### src/rtl/uart_pkg.sv
// Shared types and helpers for the UART FIFO blocks.
package uart_pkg;

    typedef enum logic {
        FIFO_STD  = 1'b0,
        FIFO_FWFT = 1'b1
    } fifo_mode_e;

    // Width needed to hold an occupancy count of 0..depth inclusive.
    function automatic int fifo_lvl_w(input int depth);
        return $clog2(depth + 1);
    endfunction

endpackage

### src/rtl/uart_fifo_ram.sv
// FIFO storage: one synchronous write port, one asynchronous read port.
module uart_fifo_ram #(
    parameter  int WIDTH = 8,
    parameter  int DEPTH = 16,
    localparam int AW    = $clog2(DEPTH)
) (
    input  logic             clk_i,
    input  logic             we_i,
    input  logic [AW-1:0]    waddr_i,
    input  logic [WIDTH-1:0] wdata_i,
    input  logic [AW-1:0]    raddr_i,
    output logic [WIDTH-1:0] rdata_o
);

    logic [WIDTH-1:0] mem_q [DEPTH];

    always_ff @(posedge clk_i) begin
        if (we_i) begin
            mem_q[waddr_i] <= wdata_i;
        end
    end

    assign rdata_o = mem_q[raddr_i];

endmodule

### src/rtl/uart_fifo_thr.sv
// UART FIFO with optional first-word-fall-through, threshold flags,
// sticky overrun/underrun, flush and a high-water mark.
module uart_fifo_thr
    import uart_pkg::*;
#(
    parameter  int WIDTH = 8,
    parameter  int DEPTH = 16,
    parameter  int FWFT  = 0,
    localparam int LVL_W = fifo_lvl_w(DEPTH)
) (
    input  logic             clk_i,
    input  logic             reset_i,
    input  logic [WIDTH-1:0] wdata_i,
    input  logic             wen_i,
    input  logic             ren_i,
    output logic [WIDTH-1:0] rdata_o,
    output logic             valid_o,
    input  logic             flush_i,
    input  logic [LVL_W-1:0] ae_thr_i,
    input  logic [LVL_W-1:0] af_thr_i,
    input  logic             clr_ovrn_i,
    input  logic             clr_udrn_i,
    input  logic             clr_hwm_i,
    output logic             ovrn_o,
    output logic             udrn_o,
    output logic [LVL_W-1:0] lvl_o,
    output logic [LVL_W-1:0] hwm_o,
    output logic             empty_o,
    output logic             full_o,
    output logic             almost_empty_o,
    output logic             almost_full_o
);

    localparam int               PTR_W   = $clog2(DEPTH);
    localparam fifo_mode_e       MODE    = (FWFT != 0) ? FIFO_FWFT : FIFO_STD;
    localparam logic [LVL_W-1:0] DEPTH_L = LVL_W'(DEPTH);
    localparam logic [PTR_W-1:0] LAST    = PTR_W'(DEPTH - 1);

    // Explicit wrap so non-power-of-two depths work.
    function automatic logic [PTR_W-1:0] ptr_inc(input logic [PTR_W-1:0] p);
        return (p == LAST) ? '0 : p + 1'b1;
    endfunction

    logic [PTR_W-1:0] wptr_q, wptr_d, rptr_q, rptr_d;
    logic [LVL_W-1:0] lvl_q, lvl_d, hwm_q, hwm_d;
    logic             ovrn_q, ovrn_d, udrn_q, udrn_d;
    logic             rd_ok, wr_ok;
    logic [WIDTH-1:0] head;

    assign empty_o = (lvl_q == '0);
    assign full_o  = (lvl_q == DEPTH_L);

    always_comb begin
        rd_ok  = ren_i & ~flush_i & ~empty_o;
        wr_ok  = wen_i & ~flush_i & (~full_o | rd_ok);
        wptr_d = wptr_q;
        rptr_d = rptr_q;
        lvl_d  = lvl_q;
        if (flush_i) begin
            wptr_d = '0;
            rptr_d = '0;
            lvl_d  = '0;
        end else begin
            if (wr_ok) wptr_d = ptr_inc(wptr_q);
            if (rd_ok) rptr_d = ptr_inc(rptr_q);
            if (wr_ok & ~rd_ok) lvl_d = lvl_q + 1'b1;
            if (rd_ok & ~wr_ok) lvl_d = lvl_q - 1'b1;
        end
        // Set takes priority over clear on both sticky flags.
        ovrn_d = (wen_i & full_o & ~rd_ok & ~flush_i) | (ovrn_q & ~clr_ovrn_i);
        udrn_d = (ren_i & empty_o & ~flush_i) | (udrn_q & ~clr_udrn_i);
        hwm_d  = (clr_hwm_i || lvl_d > hwm_q) ? lvl_d : hwm_q;
    end

    always_ff @(posedge clk_i or posedge reset_i) begin
        if (reset_i) begin
            wptr_q <= '0;
            rptr_q <= '0;
            lvl_q  <= '0;
            hwm_q  <= '0;
            ovrn_q <= 1'b0;
            udrn_q <= 1'b0;
        end else begin
            wptr_q <= wptr_d;
            rptr_q <= rptr_d;
            lvl_q  <= lvl_d;
            hwm_q  <= hwm_d;
            ovrn_q <= ovrn_d;
            udrn_q <= udrn_d;
        end
    end

    uart_fifo_ram #(
        .WIDTH (WIDTH),
        .DEPTH (DEPTH)
    ) u_ram (
        .clk_i   (clk_i),
        .we_i    (wr_ok),
        .waddr_i (wptr_q),
        .wdata_i (wdata_i),
        .raddr_i (rptr_q),
        .rdata_o (head)
    );

    generate
        if (MODE == FIFO_FWFT) begin : g_fwft
            assign rdata_o = empty_o ? '0 : head;
            assign valid_o = ~empty_o;
        end else begin : g_std
            logic [WIDTH-1:0] rdata_q;
            logic             rvld_q;

            always_ff @(posedge clk_i or posedge reset_i) begin
                if (reset_i) begin
                    rdata_q <= '0;
                    rvld_q  <= 1'b0;
                end else begin
                    rvld_q <= rd_ok;
                    if (rd_ok) rdata_q <= head;
                end
            end

            assign rdata_o = rdata_q;
            assign valid_o = rvld_q;
        end
    endgenerate

    assign lvl_o          = lvl_q;
    assign hwm_o          = hwm_q;
    assign ovrn_o         = ovrn_q;
    assign udrn_o         = udrn_q;
    assign almost_empty_o = (lvl_q <= ae_thr_i);
    assign almost_full_o  = (lvl_q >= af_thr_i);

endmodule

### config.mk
export PLATFORM = sky130hd
export DESIGN_NAME = uart_fifo_thr
export DESIGN_NICKNAME = d
export VERILOG_FILES = /design/src/rtl/uart_pkg.sv /design/src/rtl/uart_fifo_ram.sv /design/src/rtl/uart_fifo_thr.sv
export SDC_FILE = /design/constraint.sdc
export NUM_CORES = 1
export LEC_CHECK = 0
export BUFFER_PORTS_ARGS = -buffer_cell sky130_fd_sc_hd__buf_2
export CAP_MARGIN = 15
export CORE_MARGIN = 2
export CORE_UTILIZATION = 60
export CTS_CLUSTER_SIZE = 14
export DETAILED_ROUTE_END_ITERATION = 10
export PLACE_DENSITY = 0.79
export SLEW_MARGIN = 10
export SYNTH_ARGS = -nofsm -noshare
export SYNTH_HDL_FRONTEND = slang
export SYNTH_SLANG_ARGS = --single-unit
export TNS_END_PERCENT = 30
### constraint.sdc
create_clock -name clk_i -period 5.1 [get_ports clk_i]
set_input_delay 0.765 -clock clk_i [delete_from_list [all_inputs] [get_ports clk_i]]
set_output_delay 0.765 -clock clk_i [all_outputs]
set_load 0.02 [all_outputs]
==> results of run 1 <==
==> final cells by class <==
type	instances	area [sq um]
Fill cell	718	3480
Multi-Input combinational cell	219	2150
Inverter	27	101
Timing Repair Buffer	54	280
Tap cell	143	179
Sequential cell	157	4570
Clock buffer	17	425
Clock inverter	15	135
==> tightest hold or removal path, cell delays in order <==
cell and delay (ns):
buf_2 0.09, inv_1 0.04, buf_4 0.36
==> path summary, 6_finish.rpt <==
kind,from,endpoint
setup / recovery,lvl_o[1]$_DFF_PP0_,hwm_o[0]$_DFFE_PP0P_
hold / removal,reset_i,hwm_o[2]$_DFFE_PP0P_
setup reg to reg,lvl_o[1]$_DFF_PP0_,hwm_o[0]$_DFFE_PP0P_
hold reg to reg,rdata_o[4]$_DFFE_PP0P_,rdata_o[4]$_DFFE_PP0P_
max in group asynchronous,reset_i,rdata_o[3]$_DFFE_PP0P_
min in group clk_i,rdata_o[4]$_DFFE_PP0P_,rdata_o[4]$_DFFE_PP0P_
==> through the flow <==
stage | hold WS [ns] | instances | area (sq um)
CTS | 0.443 | 632 | 7850
floorplan | 0.552 | 422 | 6930
global route | 0.484 | 632 | 7850
finish | 0.419 | 632 | 7850
detailed placement | 0.499 | 600 | 7280
global placement | 0.499 | 600 | 7280
==> cells in the mapped netlist (7+ instances only) <==
master | number | share of area
edfxtp_1 | 128 | 0.55
dfrtp_1 | 29 | 0.10
inv_1 | 25 | 0.014
ha_1 | 23 | 0.042
mux4_2 | 21 | 0.068
nor2_1 | 19 | 0.010
nand2_1 | 16 | 0.0087
mux2_2 | 12 | 0.020
mux2i_1 | 11 | 0.016
a21oi_1 | 9 | 0.0065
and3_1 | 9 | 0.0081
mux4_1 | 9 | 0.034
a221o_1 | 8 | 0.012
clkbuf_1 | 7 | 0.0038
nand3_1 | 7 | 0.0051
o21ai_0 | 7 | 0.0051
==> cell families after synthesis <==
family	Yosys count
AO/OA/AOI/OAI	51
XOR/XNOR	3
adder cells (fa/ha/maj)	23
buffers and inverters	46
flip-flops	157
multiplexers	53
AND/OR/NAND/NOR	89
==> flip-flops by register name, summed over array words and instances, names as in the netlist <==
signal,flops
u_ram.mem_q,128
rdata_o,8
hwm_o,5
lvl_o,5
rptr_q,4
wptr_q,4
ovrn_o,1
udrn_o,1
valid_o,1
==> report_power, final <==
part / internal, mW / switching (mW)
Combinational: 0.381 / 0.501
Clock: 0.678 / 0.520
Sequential: 1.46 / 0.0985
Total: 2.52 / 1.12
==> routing by layer <==
layer	GRT usage	wire length [um]	vias up
met2	0.424	7810	192
met5	0	0	-
met4	0.0782	131	0
li1	-	-	1767
met3	0.0610	1050	13
met1	0.331	5800	2049
==> out/qor.txt, run 1 <==
outcome -> finished clean
netlist area before placement -> 6930 sq um
cell depth of the worst flop-to-flop path -> 13
Clk Tree Root Cell -> clkbuf_16
routed via count divided by cell count -> 6.36
number of enable flip-flop cells after synthesis -> 128
pwr/cell area -> 464 nW/um^2
number of post-CTS setup repair buffers -> 0
synthesized netlist net count -> 471
Req. time, crit path -> 5.41 ns
post-cts gate resize count -> 0
# hold bufs at CTS -> 0
most frequent standard cell in the layout excluding fill and tap cells -> edfxtp_1
Startpoint Class -> flip-flop
Antenna Violating Nets Remaining -> 0
Vias -> 4021
worst hold-check path type -> in -> async
number of endpoints failing setup at the final stage -> 0
setup ws final -> 1.61 ns
setup TNS -> 0 ns
floorplan die height -> 111 um
Yosys warnings -> 0
transition time at the pin with the least slew margin -> 0.915 ns
arrival time worst endpoint -> 3.80 ns
die extent in x -> 111 um
number of detailed-route iterations in the first pass -> 5
final slew viol count -> 0
Max Clk Rate -> 286 MHz
share of synthesized cell area in and, or, nand and nor gates -> 0.0746
CTS H-Tree Depth -> 4
share of the clock period used by the worst path -> 0.685
complex-gate fraction of the synthesized area -> 0.0533
core area -> 11300 sq um
proportion of layout cells with a drive suffix above 1 -> 0.249
final wirelength -> 14800 um
Initial Util -> 0.612
clock input transition at the sequential cells of the worst setup and hold paths -> 0.07 ns
antenna violations before repair -> 0
worst rel slew slack -> 0.390
total power of the final layout -> 3.64 mW
setup repair after global routing missed its margin -> false
growth of design area from synthesis to finish -> 13.3%
count of endpoints failing hold in the final timing report -> 0
grt ovf -> 0
adder-cell share of the synthesized area -> 0.0415
buffer and inverter count on the worst path -> 2
CTS Sinks -> 157
overall die area -> 12400 sq um
synthesized area per cell -> 16.4 sq um
main flop type after synthesis -> edfxtp_1
Levels on crit path -> 13
commonest non-fill, non-tap cells in the layout -> 128 x edfxtp_1, 50 x buf_2, 29 x dfrtp_1, 25 x inv_1, 23 x ha_1
reported leakage power -> 2.93 nW
global-route usage over all layers -> 0.252
dominant combinational cell family by area after synthesis -> multiplexers
Final Core Density -> 0.693
gate count after technology mapping -> 422
slack of the worst reg-to-reg path -> 1.61 ns
row count -> 39
half-perimeter wire length of the detailed placement result -> 9100 um
maximum fanout along the worst path -> 10
post-DR wirelength/cell -> 23.4 um
first-iteration detailed-routing DRC count -> 396
max incr delay on CP -> 0.56 ns
number of different library cells in the post-synthesis netlist -> 55
count of inserted antenna diode cells -> 0
share of flip-flops with an asynchronous set or reset after synthesis -> 0.185
number of buffers inserted during clock tree synthesis -> 17
Max clock buf depth -> 2
xor and xnor area share after synthesis -> 0.00379
Final nets -> 525
final weighted congestion in routability-driven placement -> 0.838
post-route DRC violation count -> 0
Worst Clk Skew -> 0.0120 ns
Setup Crit Path Kind -> reg -> reg
worst path cell trace -> inv_1 > ha_1 > nor3b_4 > nand2b_1 > inv_2 > o31ai_1 > o211ai_1 > a21oi_1 > ha_1 > a211oi_1 > o31ai_1 > o21ai_1 > mux2_2
insertion delay of the later-clocked pin in the worst-skew pair -> 0.42 ns
number of max-cap violations -> 0
clock tree from TritonCTS -> done
cell type of the slowest stage on the worst timing path -> dfrtp_1
first-pass GRT wire length -> 23300 um
critical path endpoint category -> flip-flop
top cell family by delay on the critical path -> compound AO/OA/AOI/OAI gates
maximum number of pins on one net before global-route repair -> 30
Top Ports -> 51
worst voltage drop across the vdd grid -> 0.378 mV
Place WS -> 1.65 ns
vias in the first global route -> 4186
final critical delay including setup and external delays -> 3.49 ns
mux cell area share after synthesis -> 0.138
count of port buffers added during placement -> 50
part of the Yosys area used for sequential elements -> 0.660
Synth Register Bits -> 157
Note: power is estimated with default switching activity, not from simulation.
==> run 2, diff against run 1 <==
Settings changed: CORE_UTILIZATION 60 to 54, PLACE_DENSITY 0.79 to 0.76.
Clock period 5.1 ns to 3.2 ns, I/O delays scaled along.
==> out/qor.txt, run 2 (same netlist as run 1, synthesis figures left out) <==
outcome -> finished clean
Final nets -> 535 (+1.9%)
setup TNS -> 0 ns (unchanged)
Levels on crit path -> 11 (-2)
Initial Util -> 0.551 (-0.0607)
count of inserted antenna diode cells -> 0 (unchanged)
total internal power -> 4.10 mW (+63%)
floorplan die height -> 117 um (+5.2%)
vias in the first global route -> 4017 (-4.0%)
max incr delay on CP -> 0.41 ns (-0.15 ns)
maximum fanout along the worst path -> 5 (-5)
pwr/cell area -> 738 nW/um^2 (+59%)
grt ovf -> 0 (unchanged)
number of max-cap violations -> 0 (unchanged)
Vias -> 4010 (-0.27%)
antenna violations before repair -> 0 (unchanged)
commonest non-fill, non-tap cells in the layout -> 128 x edfxtp_1, 50 x buf_2, 29 x dfrtp_1, 25 x inv_1, 23 x ha_1
final wirelength -> 14200 um (-4.3%)
top cell family by delay on the critical path -> simple AND/OR/NAND/NOR gates
number of endpoints failing setup at the final stage -> 0 (unchanged)
half-perimeter wire length of the detailed placement result -> 9110 um (+0.17%)
worst voltage drop across the vdd grid -> 0.449 mV (+19%)
non-filler instance count after layout -> 671 (+6.2%)
setup repair after global routing missed its margin -> false
standard cell area after detailed placement -> 7400 sq um (+1.6%)
Final Cell Area -> 8000 sq um (+2.0%)
crit path launch -> lvl_o[0]$_DFF_PP0_
cell type of the slowest stage on the worst timing path -> or4_1
buffer and inverter count on the worst path -> 1 (-1)
number of buffers inserted during clock tree synthesis -> 17 (unchanged)
slack of the worst reg-to-reg path -> 0.18 ns (-1.42 ns)
clock input transition at the sequential cells of the worst setup and hold paths -> 0.07 ns (about the same)
first-iteration detailed-routing DRC count -> 316 (-20%)
critical path endpoint category -> flip-flop
number of detailed-route iterations in the first pass -> 5 (unchanged)
Clk Tree Root Cell -> clkbuf_16
Filler Cell Count -> 845 (+18%)
Startpoint Class -> flip-flop
proportion of power drawn by flip-flops and latches -> 0.410 (-0.019)
overall die area -> 13700 sq um (+11%)
number of instances in the placed design -> 638 (+6.3%)
core area -> 12600 sq um (+11%)
most frequent standard cell in the layout excluding fill and tap cells -> edfxtp_1
final critical delay including setup and external delays -> 3.02 ns (-0.477 ns)
maximum number of pins on one net before global-route repair -> 35 (+17%)
final weighted congestion in routability-driven placement -> 0.914 (+9.0%)
beginning of the worst register-to-register path -> lvl_o[0]$_DFF_PP0_
final slew viol count -> 0 (unchanged)
fraction of power spent switching nets -> 0.306 (-0.00140)
insertion delay of the later-clocked pin in the worst-skew pair -> 0.43 ns (about the same)
Max Clk Rate -> 332 MHz (+16%)
Antenna Violating Nets Remaining -> 0 (unchanged)
arrival time worst endpoint -> 3.33 ns (-0.47 ns)
worst path cell trace -> inv_1 > ha_1 > nand3b_4 > or3_1 > or4_1 > o211ai_1 > ha_1 > a211oi_1 > o31ai_1 > o21ai_2 > mux2_2
CTS H-Tree Depth -> 4 (unchanged)
growth of design area from synthesis to finish -> 15.5%
flip-flop count of the largest register after layout -> 128 (unchanged)
row count -> 41 (+5.1%)
footprint of the multi-input gates -> 2170 sq um (+0.64%)
total power of the final layout -> 5.90 mW (+62%)
top register by number of flip-flops -> u_ram.mem_q
reported leakage power -> 2.98 nW (+2.0%)
cell occurring most often along the worst timing path -> ha_1
worst rel slew slack -> 0.581 (+0.191)
# hold bufs at CTS -> 0 (unchanged)
global-route usage over all layers -> 0.222 (-0.0300)
Req. time, crit path -> 3.51 ns (-1.90 ns)
worst hold-check path type -> in -> async
Max clock buf depth -> 2 (unchanged)
proportion of layout cells with a drive suffix above 1 -> 0.275 (+0.0251)
combinational fraction of design power -> 0.259 (+0.017)
Worst Clk Skew -> 0.00806 ns (-0.00398 ns)
CTS Sinks -> 157 (unchanged)
switching pwr -> 1.81 mW (+61%)
die extent in x -> 117 um (+5.2%)
clock tree from TritonCTS -> done
count of endpoints failing hold in the final timing report -> 0 (unchanged)
post-route DRC violation count -> 0 (unchanged)
Setup Crit Path Kind -> reg -> reg
capturing point of the worst reg2reg path -> hwm_o[4]$_DFFE_PP0P_
transition time at the pin with the least slew margin -> 0.626 ns (-0.289 ns)
cell depth of the worst flop-to-flop path -> 11 (-2)
count of port buffers added during placement -> 50 (unchanged)
routed via count divided by cell count -> 5.98 (-6.1%)
share of the clock period used by the worst path -> 0.942 (+0.257)
first-pass GRT wire length -> 21800 um (-6.5%)
part of the total power dissipated in the clock network -> 0.331 (+0.002)
flip-flop and latch area -> 4570 sq um (unchanged)
Top Ports -> 51 (unchanged)
post-DR wirelength/cell -> 21.1 um (-9.8%)
timing endpoint of the critical path -> hwm_o[4]$_DFFE_PP0P_
run 2: worst min-delay path, cell delays in order:
cell and delay, ns:
buf_2 0.10, inv_1 0.04, buf_4 0.35
run 2: metrics by stage:
step	setup slack, ns	hold slack (ns)	utilization
final	0.184	0.119	0.637
after global routing	0.00596	0.143	0.637
after CTS	0.0204	0.129	0.635
after detailed placement	0.0330	0.500	0.589
after global placement	0.171	0.484	0.589
after floorplan	0.126	0.552	-
run 2: repair_timing:
action	in CTS	in global routing
setup endpoints to repair	0	5
gates resized for setup	0	3
buffers inserted	0	1
run 2: worst min path at each step:
stage	start	to	slack (ns)	cells after the start
after detailed placement	rdata_o[1]$_DFFE_PP0P_	rdata_o[1]$_DFFE_PP0P_	0.50	1
after CTS	reset_i	hwm_o[0]$_DFFE_PP0P_	0.13	3
after floorplan	wptr_q[0]$_DFFE_PP0P_	wptr_q[0]$_DFFE_PP0P_	0.55	2
final	reset_i	hwm_o[0]$_DFFE_PP0P_	0.12	3
after global placement	rdata_o[3]$_DFFE_PP0P_	rdata_o[3]$_DFFE_PP0P_	0.48	2
after global routing	reset_i	hwm_o[0]$_DFFE_PP0P_	0.14	3
run 2: layout make-up:
cell class / instances / area share
Clock inverter: 15 / 0.0192
Inverter: 27 / 0.0127
Clock buffer: 17 / 0.0532
Multi-Input combinational cell: 219 / 0.271
Timing Repair Buffer: 64 / 0.0460
Sequential cell: 157 / 0.571
Tap cell: 172 / 0.0269
run 2: power by group through the flow:
stage | Combinational (mW) | Clock [mW] | Sequential, mW
after global routing | 1.67 | 2.07 | 2.44
after CTS | 1.50 | 1.98 | 2.42
final | 1.53 | 1.96 | 2.42
after floorplan | 0.938 | 0 | 2.58
after detailed placement | 1.50 | 0 | 2.46
after global placement | 1.44 | 0 | 2.46
run 2: layer usage:
metal	vias up	track usage	part of all wire
met5	-	0	0
met4	0	0.0878	0.021
met3	27	0.0546	0.059
met2	155	0.370	0.51
met1	2028	0.281	0.41
li1	1800	-	-
==> run 3, diff against run 2 <==
Settings changed: CORE_UTILIZATION 54 to 35, PLACE_DENSITY 0.76 to not set.
==> out/qor.txt, run 3 (same netlist as run 1, synthesis figures left out) <==
Max clock buf depth -> 2 (unchanged)
Setup Crit Path Kind -> reg -> reg
fraction of power spent switching nets -> 0.295 (-0.0107)
part of the total power dissipated in the clock network -> 0.342 (+0.011)
Startpoint Class -> flip-flop
Req. time, crit path -> 3.51 ns (about the same)
clock input transition at the sequential cells of the worst setup and hold paths -> 0.06 ns (about the same)
most frequent standard cell in the layout excluding fill and tap cells -> edfxtp_1
crit path launch -> lvl_o[0]$_DFF_PP0_
arrival time worst endpoint -> 3.30 ns (-0.03 ns)
transition time at the pin with the least slew margin -> 0.655 ns (+0.0293 ns)
pwr/cell area -> 740 nW/um^2 (+0.25%)
Worst Clk Skew -> 0.00682 ns (-0.00124 ns)
first-iteration detailed-routing DRC count -> 265 (-16%)
number of buffers inserted during clock tree synthesis -> 17 (unchanged)
worst rel slew slack -> 0.562 (-0.0196)
Vias -> 3944 (-1.6%)
critical path endpoint category -> flip-flop
vias in the first global route -> 3997 (-0.50%)
DR top layer -> met4
count of endpoints failing hold in the final timing report -> 0 (unchanged)
global-route usage over all layers -> 0.149 (-0.0725)
wl on met1 -> 6410 um (+10%)
total internal power -> 4.26 mW (+4.0%)
maximum fanout along the worst path -> 5 (unchanged)
number of endpoints failing setup at the final stage -> 0 (unchanged)
length of routed met2 wiring -> 7250 um (+0.51%)
maximum number of pins on one net before global-route repair -> 30 (-14%)
switching pwr -> 1.79 mW (-1.1%)
flip-flop count of the largest register after layout -> 128 (unchanged)
insertion delay of the later-clocked pin in the worst-skew pair -> 0.43 ns (about the same)
combinational fraction of design power -> 0.257 (-0.002)
total power of the final layout -> 6.05 mW (+2.5%)
post-route DRC violation count -> 0 (unchanged)
overall die area -> 20900 sq um (+52%)
growth of design area from synthesis to finish -> 18.1%
number of max-cap violations -> 0 (unchanged)
clock tree from TritonCTS -> done
proportion of layout cells with a drive suffix above 1 -> 0.286 (+0.0112)
worst hold-check path type -> in -> async
Top Ports -> 51 (unchanged)
reported leakage power -> 3.04 nW (+1.8%)
first-pass GRT wire length -> 22500 um (+3.5%)
final critical delay including setup and external delays -> 2.99 ns (-0.0285 ns)
Final nets -> 540 (+0.93%)
CTS Sinks -> 157 (unchanged)
post-DR wirelength/cell -> 18.7 um (-11%)
setup repair after global routing missed its margin -> false
half-perimeter wire length of the detailed placement result -> 9480 um (+4.1%)
worst voltage drop across the vdd grid -> 0.262 mV (-42%)
final wirelength -> 14400 um (+1.9%)
final weighted congestion in routability-driven placement -> 0.769 (-16%)
row count -> 51 (+24%)
floorplan die height -> 145 um (+23%)
setup TNS -> 0 ns (unchanged)
beginning of the worst register-to-register path -> lvl_o[0]$_DFF_PP0_
antenna violations before repair -> 1 (+1)
count of port buffers added during placement -> 50 (unchanged)
proportion of power drawn by flip-flops and latches -> 0.401 (-0.009)
top register by number of flip-flops -> u_ram.mem_q
core area -> 19500 sq um (+55%)
Max Clk Rate -> 335 MHz (+0.95%)
final slew viol count -> 0 (unchanged)
Antenna Violating Nets Remaining -> 0 (unchanged)
CTS H-Tree Depth -> 4 (unchanged)
Initial Util -> 0.356 (-0.195)
routed via count divided by cell count -> 5.12 (-14%)
met3 layer wire length in the routed design -> 521 um (-37%)
number of detailed-route iterations in the first pass -> 5 (unchanged)
grt ovf -> 0 (unchanged)
commonest non-fill, non-tap cells in the layout -> 128 x edfxtp_1, 50 x buf_2, 29 x dfrtp_1, 24 x inv_1, 22 x ha_1
die extent in x -> 145 um (+23%)
Clk Tree Root Cell -> clkbuf_16
share of the clock period used by the worst path -> 0.933 (-0.00890)
outcome -> finished clean
==> run 3: cell types whose count changed in the layout (fill, tap and decap cells not counted), sizes merged <==
cell and change:
buf +5, bufinv +2, clkinv +2, clkinvlp -3, diode +1, inv -1
==> run 3: worst max-delay path, stage by stage (launching register included) <==
cell      delay (ns)
dfrtp_1         0.39
inv_2           0.10
ha_2            0.20
nand3b_4        0.08
or3_1           0.33
or4_1           0.41
o211ai_1        0.18
ha_1            0.31
a211oi_1        0.24
o31ai_1         0.12
o21ai_2         0.14
mux2_2          0.38
==> run 3: worst paths after layout <==
check | to | slack [ns] | cells past startpoint
setup reg to reg | hwm_o[2]$_DFFE_PP0P_ | 0.21 | 11
min in group clk_i | udrn_o$_DFF_PP0_ | 0.23 | 2
setup / recovery | hwm_o[2]$_DFFE_PP0P_ | 0.21 | 11
hold / removal | hwm_o[0]$_DFFE_PP0P_ | 0.12 | 3
hold reg to reg | rdata_o[3]$_DFFE_PP0P_ | 0.49 | 2
max in group asynchronous | rdata_o[7]$_DFFE_PP0P_ | 2.77 | 3
==> run 3: area by class of cell <==
cell class | count | area, sq um
clock buffer | 17 | 425
fill | 1717 | 11300
multi-input combinational | 219 | 2170
clock inverter | 15 | 183
timing repair buffer | 69 | 393
inverter | 27 | 101
tap | 265 | 332
sequential | 157 | 4570
antenna | 1 | 2.50
==> run 3: routing by layer <==
metal | track usage | up-vias
met5 | 0 | -
met4 | 0.0613 | 0
met3 | 0.0365 | 14
met2 | 0.247 | 78
met1 | 0.189 | 2042
li1 | - | 1810
==> run 3: repair_timing <==
action,in CTS,in global routing
gates resized for setup,1,4
pin swaps,0,2
endpoints found under the hold margin,0,0
hold buffers,0,0
endpoints found under the setup margin,5,5
buffers inserted,0,3
==> run 3: through the flow <==
step	utilization	std cells	hold slack (ns)	setup slack [ns]	instance area, sq um
4_1_cts	0.418	766	0.135	0.0892	8140
3_5_place_dp	0.387	734	0.475	-0.0287	7530
5_1_grt	0.420	769	0.163	0.0279	8180
2_1_floorplan	-	422	0.552	0.126	6930
6_report	0.420	770	0.124	0.213	8180
3_3_place_gp	0.387	734	0.460	0.155	7530
==> run 3: power groups by stage <==
stage / clock [mW] / combinational [mW] / sequential (mW)
after detailed placement: 0 / 1.51 / 2.47
after CTS: 2.11 / 1.52 / 2.43
after global routing: 2.19 / 1.71 / 2.44
final: 2.07 / 1.55 / 2.43
after floorplan: 0 / 0.938 / 2.58
after global placement: 0 / 1.45 / 2.46
